--- src/rtl/stream_from_memory_pipelined.sv ---
// stream_from_memory_pipelined
//   Fetches a programmed number of words from memory through a pipelined
//   Avalon-MM read master (several reads in flight, byte stride), buffers the
//   returned words in a show-ahead FIFO and emits them as one Avalon-ST packet.
// Ports:
//   clock, clock_sreset        system clock, synchronous active-high reset
//   s_*                        CSR slave: 0 ctrl/status, 1 pointer, 2 count, 3 stride
//   rm_*                       pipelined Avalon-MM read master
//   st_*                       Avalon-ST source (valid/ready, sop/eop)
module stream_from_memory_pipelined #(
  parameter int DATA_W     = 16,
  parameter int COUNT_W    = 24,
  parameter int FIFO_DEPTH = 16
) (
  input  logic                clock,
  input  logic                clock_sreset,
  input  logic [3:0]          s_address,
  output logic [31:0]         s_readdata,
  input  logic [31:0]         s_writedata,
  input  logic                s_read,
  input  logic                s_write,
  output logic                s_waitrequest,
  output logic [31:0]         rm_address,
  input  logic [DATA_W-1:0]   rm_readdata,
  output logic [DATA_W/8-1:0] rm_byteenable,
  output logic                rm_read,
  input  logic                rm_waitrequest,
  input  logic                rm_readdatavalid,
  input  logic                st_ready,
  output logic                st_valid,
  output logic                st_sop,
  output logic                st_eop,
  output logic [DATA_W-1:0]   st_data
);

  localparam int AW = $clog2(FIFO_DEPTH);
  localparam int PW = AW + 1;

  typedef enum logic [1:0] {IDLE, READ, DRAIN} state_t;

  state_t               state_q, state_d;
  logic [31:0]          pointer_q;
  logic [COUNT_W-1:0]   count_q;
  logic [15:0]          stride_q;
  logic [31:0]          addr_q;
  logic [15:0]          wStride_q;
  logic [COUNT_W-1:0]   total_q;
  logic [COUNT_W-1:0]   issued_q;
  logic [COUNT_W-1:0]   sent_q;
  logic [PW-1:0]        pending_q, pending_d;
  logic [PW-1:0]        used_q, used_d;
  logic [AW-1:0]        wrPtr_q, rdPtr_q;
  logic [DATA_W-1:0]    fifoMem_q [FIFO_DEPTH];
  logic                 abort_q;
  logic                 hold_q;
  logic                 rdAck_q;
  logic [31:0]          readData_q;

  logic                 busy, csrCtrlWr, goReq, abortReq;
  logic                 accept, beat, push, pop, credit;
  logic [31:0]          readMux;

  // Control decode. Go only starts from IDLE with a non-zero count; abort
  // only matters while a transfer is active and not already aborting.
  // A returning beat is only meaningful while busy with reads outstanding,
  // which also makes stray beats after a reset harmless.
  always_comb begin
    busy      = (state_q != IDLE);
    csrCtrlWr = s_write && (s_address == 4'd0);
    goReq     = csrCtrlWr && s_writedata[0] && !busy && (count_q != '0);
    abortReq  = csrCtrlWr && s_writedata[1] && busy && !abort_q;
    accept    = rm_read && !rm_waitrequest;
    beat      = rm_readdatavalid && busy && (pending_q != '0);
    push      = beat && !abort_q && !abortReq;
    pop       = st_valid && st_ready;
    credit    = ({1'b0, pending_q} + {1'b0, used_q}) < (PW + 1)'(FIFO_DEPTH);
  end

  // Read request: a new request needs FIFO credit so every outstanding word
  // has a guaranteed slot; a request already stalled by waitrequest is held
  // until accepted, even if an abort arrived meanwhile.
  always_comb begin
    rm_read       = (state_q == READ) && ((!abort_q && credit) || hold_q);
    rm_address    = addr_q;
    rm_byteenable = '1;
    st_valid      = (used_q != '0);
    st_data       = fifoMem_q[rdPtr_q];
    st_sop        = st_valid && (sent_q == '0);
    st_eop        = st_valid && (sent_q == total_q - COUNT_W'(1));
    s_waitrequest = s_read && !rdAck_q;
    s_readdata    = readData_q;
  end

  // Next-state logic. An abort finishes as soon as nothing is in flight and
  // no request is still being presented to the memory.
  always_comb begin
    state_d = state_q;
    unique case (state_q)
      IDLE:    if (goReq) state_d = READ;
      READ:    if (accept && (issued_q == total_q - COUNT_W'(1))) state_d = DRAIN;
      DRAIN:   if (sent_q == total_q) state_d = IDLE;
      default: state_d = IDLE;
    endcase
    if (abort_q && (pending_q == '0) && !rm_read) state_d = IDLE;
  end

  // Outstanding-read and FIFO occupancy bookkeeping. An accept and a return
  // in the same cycle cancel out; an abort flushes the FIFO.
  always_comb begin
    pending_d = pending_q;
    if (accept && !beat) pending_d = pending_q + PW'(1);
    else if (!accept && beat) pending_d = pending_q - PW'(1);
    used_d = used_q;
    if (push && !pop) used_d = used_q + PW'(1);
    else if (!push && pop) used_d = used_q - PW'(1);
    if (abortReq) used_d = '0;
  end

  // CSR read mux, sampled during the waitrequest cycle and returned a cycle later.
  always_comb begin
    readMux = '0;
    unique case (s_address)
      4'd0:    readMux = {29'b0, abort_q, busy, 1'b0};
      4'd1:    readMux = pointer_q;
      4'd2:    readMux = 32'(count_q);
      4'd3:    readMux = {16'b0, stride_q};
      default: readMux = '0;
    endcase
  end

  // Main sequential state: CSR registers, working copies, counters, FIFO
  // pointers and the abort/hold flags.
  always_ff @(posedge clock) begin
    if (clock_sreset) begin
      state_q    <= IDLE;
      pointer_q  <= '0;
      count_q    <= '0;
      stride_q   <= 16'(DATA_W / 8);
      addr_q     <= '0;
      wStride_q  <= '0;
      total_q    <= '0;
      issued_q   <= '0;
      sent_q     <= '0;
      pending_q  <= '0;
      used_q     <= '0;
      wrPtr_q    <= '0;
      rdPtr_q    <= '0;
      abort_q    <= 1'b0;
      hold_q     <= 1'b0;
      rdAck_q    <= 1'b0;
      readData_q <= '0;
    end else begin
      state_q   <= state_d;
      pending_q <= pending_d;
      used_q    <= used_d;
      hold_q    <= rm_read && rm_waitrequest;
      rdAck_q   <= s_read && !rdAck_q;
      if (s_read && !rdAck_q) readData_q <= readMux;
      if (s_write && !busy) begin
        if (s_address == 4'd1) pointer_q <= s_writedata;
        if (s_address == 4'd2) count_q <= s_writedata[COUNT_W-1:0];
        if (s_address == 4'd3) stride_q <= s_writedata[15:0];
      end
      if (goReq) begin
        addr_q    <= pointer_q;
        wStride_q <= stride_q;
        total_q   <= count_q;
        issued_q  <= '0;
        sent_q    <= '0;
      end else begin
        if (accept) begin
          addr_q   <= addr_q + 32'(wStride_q);
          issued_q <= issued_q + COUNT_W'(1);
        end
        if (pop) sent_q <= sent_q + COUNT_W'(1);
      end
      if (abortReq) abort_q <= 1'b1;
      else if (abort_q && (state_d == IDLE)) abort_q <= 1'b0;
      if (abortReq) begin
        wrPtr_q <= '0;
        rdPtr_q <= '0;
      end else begin
        if (push) wrPtr_q <= wrPtr_q + AW'(1);
        if (pop) rdPtr_q <= rdPtr_q + AW'(1);
      end
    end
  end

  // FIFO storage; contents need no reset because occupancy gates every read.
  always_ff @(posedge clock) begin
    if (push) fifoMem_q[wrPtr_q] <= rm_readdata;
  end

endmodule

--- config.mk ---
export PLATFORM = sky130hd
export DESIGN_NAME = stream_from_memory_pipelined
export DESIGN_NICKNAME = d
export VERILOG_FILES = /design/src/rtl/stream_from_memory_pipelined.sv
export SDC_FILE = /design/constraint.sdc
export NUM_CORES = 1
export LEC_CHECK = 0
export ABC_AREA = 1
export CORE_ASPECT_RATIO = 1.5
export CORE_MARGIN = 8
export CORE_UTILIZATION = 40
export DETAILED_ROUTE_END_ITERATION = 8
export GPL_TIMING_DRIVEN = 0
export HOLD_SLACK_MARGIN = 0.02
export SETUP_SLACK_MARGIN = 0.05
export SLEW_MARGIN = 20
export SYNTH_ARGS = -nofsm -noshare
export SYNTH_HDL_FRONTEND = slang
export SYNTH_SLANG_ARGS = --single-unit
--- constraint.sdc ---
create_clock -name clock -period 3.29 [get_ports clock]
set_input_delay 0.4935 -clock clock [delete_from_list [all_inputs] [get_ports clock]]
set_output_delay 0.4935 -clock clock [all_outputs]
set_load 0.05 [all_outputs]
==> impl_metrics.tcl <==
set metrics [dict create \
    clock-sinks 507 \
    avgRoutedWirePerCell_um 22.6 \
    drive_gt1_share_pct 9.99 \
    cts_hold_buf 0 \
    drtIter0Drc 1368 \
    core_area_sq_um 57800 \
    grt_pass1_wl_um 118000 \
    period_needed_ps 3230 \
    die_w_um 213 \
    htree_levels 2 \
    cts_tree "done" \
    synth_top_area_share_pct 32.9 \
    worst_slew_pin_slew_ps 857 \
    max_stage_delay_ps 410 \
    cts.path.max_buffers 3 \
    yosysWarningCount 0 \
    timing.hold.ws_ps 467 \
    num_rows 108 \
    synth_flop_cell "edfxtp_1" \
    arrival_ps 2730 \
    clkPwrFrac_pct 36.4 \
    area_growth_pct 19.5 \
    place_congestion 0.941 \
    dieArea_sq_um 66600 \
    crit_chain "nor2_1 > nand2_1 > nor2_1 > nand2_1 > a221oi_2 > nand4_1 > nor2_1 > nand3_1 > nor2_4 > buf_8" \
    setup_violations 0 \
    antenna_left 0 \
    io_pins 146 \
    dieHeight_um 312 \
    fin_cells 3543 \
    drc 0 \
    first_pass_iters 6 \
    wirelength_um 79900 \
    grt_max_degree 19 \
    root_buffer "clkbuf_16" \
    irDropWorstVdd_uv 434 \
    hold_viol_final 0 \
    pwr_density_cell_nw_per_um2 563 \
    finalNetCount 2833 \
    ys_types 62 \
    antenna_cells 0 \
    track_usage_pct 23.4 \
    via_per_inst 5.43 \
    critPathCaptureType "primary output" \
    start_kind "flip-flop" \
    leakage_nw 10.1 \
    r2r_slack_ps 240 \
    vias 19256 \
    power_switching_mw 4.74 \
    clock_latency_ps 600 \
    grt_overflow 0 \
    status "finished clean" \
    antenna_found_initial 1 \
    seq_power_share_pct 43.3 \
    async_reset_ff_share_pct 0 \
    ys_ff_latch 507 \
    p_int_mw 11.0 \
    initial_core_util_pct 40.4 \
    place_hpwl_um 61400 \
    final_core_util_pct 48.3 \
    grt_pass1_vias 19492 \
    postSynthCellCount 2518 \
    fin_crit_sh_pct 98.1 \
    avgSynthCellArea_sq_um 9.29 \
    crit_top_cell "nor2_1" \
    rsz0062_at_grt "yes" \
    fin_worst_skew_ps 15.8 \
    required_ps 2800 \
    synth_top_area_cell "edfxtp_1" \
    slew-limit-headroom_pct 42.8 \
    worstSetupPathType "flip-flop to primary output" \
    switching_share_pct 30.1 \
    port_buffers 143 \
    cap_violations 0 \
    final_max_slew_viol_count 0 \
    ys_seq_area_share_pct 54.4 \
    worstHoldPathType "flip-flop to flip-flop" \
    synth_area_leaders "edfxtp_1 (33%), dfxtp_1 (21%), a21oi_1 (6.1%)" \
    pwr-share-comb_pct 20.3 \
    cts_buffers 49 \
    syn-cell-area_sq_um 23400 \
    fmax_mhz 310 \
    slowest_stage "dfxtp_2" \
    synth_edf_count 256 \
    cp_max_fo 6 \
    dp.cells 3440 \
    clk_pin_slew_ps 60 \
]
[power by group through the flow]
stage          logic (mW)  clock network (mW)  registers [mW]
2_1_floorplan        1.97                   0            6.94
3_3_place_gp         3.10                   0            6.93
3_5_place_dp         3.15                   0            6.94
4_1_cts              3.16                5.80            6.80
5_1_grt              3.40                6.02            6.81
6_report             3.19                5.73            6.81
[cells in the final DEF, fill, tap and decap left out, types with 32 or more instances in the layout]
cell / count
nand2_1: 332
a21oi_1: 285
edfxtp_1: 256
inv_1: 243
o21ai_0: 243
dfxtp_1: 241
nor2_1: 169
clkdlybuf4s50_1: 123
nand3_1: 81
clkbuf_1: 80
o211ai_1: 68
mux2i_1: 64
xor2_1: 57
clkbuf_16: 49
nor2_4: 33
xnor2_1: 32
ha_1: 32
[synth_stat cells (4+ instances only)]
master / instances
a21oi_1: 286
a22oi_1: 10
clkinv_1: 5
o221ai_1: 17
edfxtp_1: 256
clkbuf_1: 83
o21ai_1: 7
a221oi_1: 6
o21a_1: 4
nand3_1: 81
o21ai_0: 243
dfxtp_1: 251
mux2i_1: 64
ha_1: 37
a21o_1: 5
nand2_1: 335
buf_1: 9
nor3_1: 30
o211ai_1: 68
inv_2: 17
nand3b_1: 4
nand2_2: 12
nor2_2: 9
buf_2: 17
inv_1: 246
nor2_4: 17
nand4_1: 30
a31oi_1: 12
xor2_1: 57
o22ai_1: 16
nor4_1: 12
nor2_1: 190
xnor2_1: 32
[worst max-delay path, delay by kind of cell (launching register included)]
family,cells,cell delay [ps]
compound gates,1,260
buf+inv,1,160
flops,1,410
simple gates,8,1320
[final timing paths]
kind                                                  from                          end  cells after the start
worst max-delay path              total_q[10]$_SDFFE_PP0P_                       st_eop                     10
worst min-delay path            s_readdata[6]$_SDFFE_PP0P_   s_readdata[6]$_SDFFE_PP0P_                      2
worst max register to register  rm_address[0]$_SDFFE_PP0P_  rm_address[30]$_SDFFE_PP0P_                     14
worst min register to register  s_readdata[6]$_SDFFE_PP0P_   s_readdata[6]$_SDFFE_PP0P_                      2
[state kept, by name, summed over array words and instances (netlist names), named ones only]
name        flops
pointer_q      32
abort_q         1
fifoMem_q     256
state_q         2
rdAck_q         1
rdPtr_q         4
pending_q       5
wStride_q      16
total_q        24
hold_q          1
wrPtr_q         4
rm_address     32
s_readdata     32
stride_q       16
issued_q       24
used_q          5
sent_q         24
count_q        24
[repair_timing]
item	4_1_cts	5_1_grt
resized for setup	135	43
setup buffers	5	11
gates cloned	0	0
pin swaps	11	11
endpoints found under the hold margin	0	0
endpoints found under the setup margin	25	18
[kinds of logic (layout without fill, tap and decap cells)]
group	count (synthesis)	count (layout)	synth area share (%)
AOI/OAI and AO/OA	690	690	16.4
xor gates and xnor gates	90	90	3.43
and+or+nand+nor	743	743	14.4
DFF	507	507	54.4
adders and majority gates	40	40	2.24
muxes	64	64	2.74
other	1	2	0.0160
buffers and inverters	383	637	6.36
[metal layers]
metal  track usage (%)  wire length [um]  part of all wire, %  vias to the layer above
met3              3.41              3800                  4.8                      226
li1                  -                 -                    -                     9151
met4              14.6              5520                  6.9                        0
met1              23.2             27700                   35                     9168
met5                 0                 0                    0                        -
met2              44.7             42900                   54                      711
[final cells by class]
type | count | area, sq um
buffer | 111 | 549
clock buffer | 71 | 1390
multi-input combinational | 1629 | 9430
inverter | 269 | 1020
clock inverter | 19 | 219
fill | 5608 | 29900
tap | 770 | 963
timing repair buffer | 167 | 1630
sequential | 507 | 12700
[metrics by stage]
stage / TNS [ps] / power (mW) / cell area, sq um / setup WS (ps)
floorplan: 0 / 8.90 / 23400 / 216
global placement: -197160 / 10.0 / 25800 / -918
detailed placement: -15060 / 10.1 / 26000 / -657
CTS: -33.2 / 15.8 / 27700 / -33.2
global route: -82.3 / 16.2 / 27900 / -58.9
finish: 0 / 15.7 / 27900 / 62.5
(Power assumes the default switching activity.)
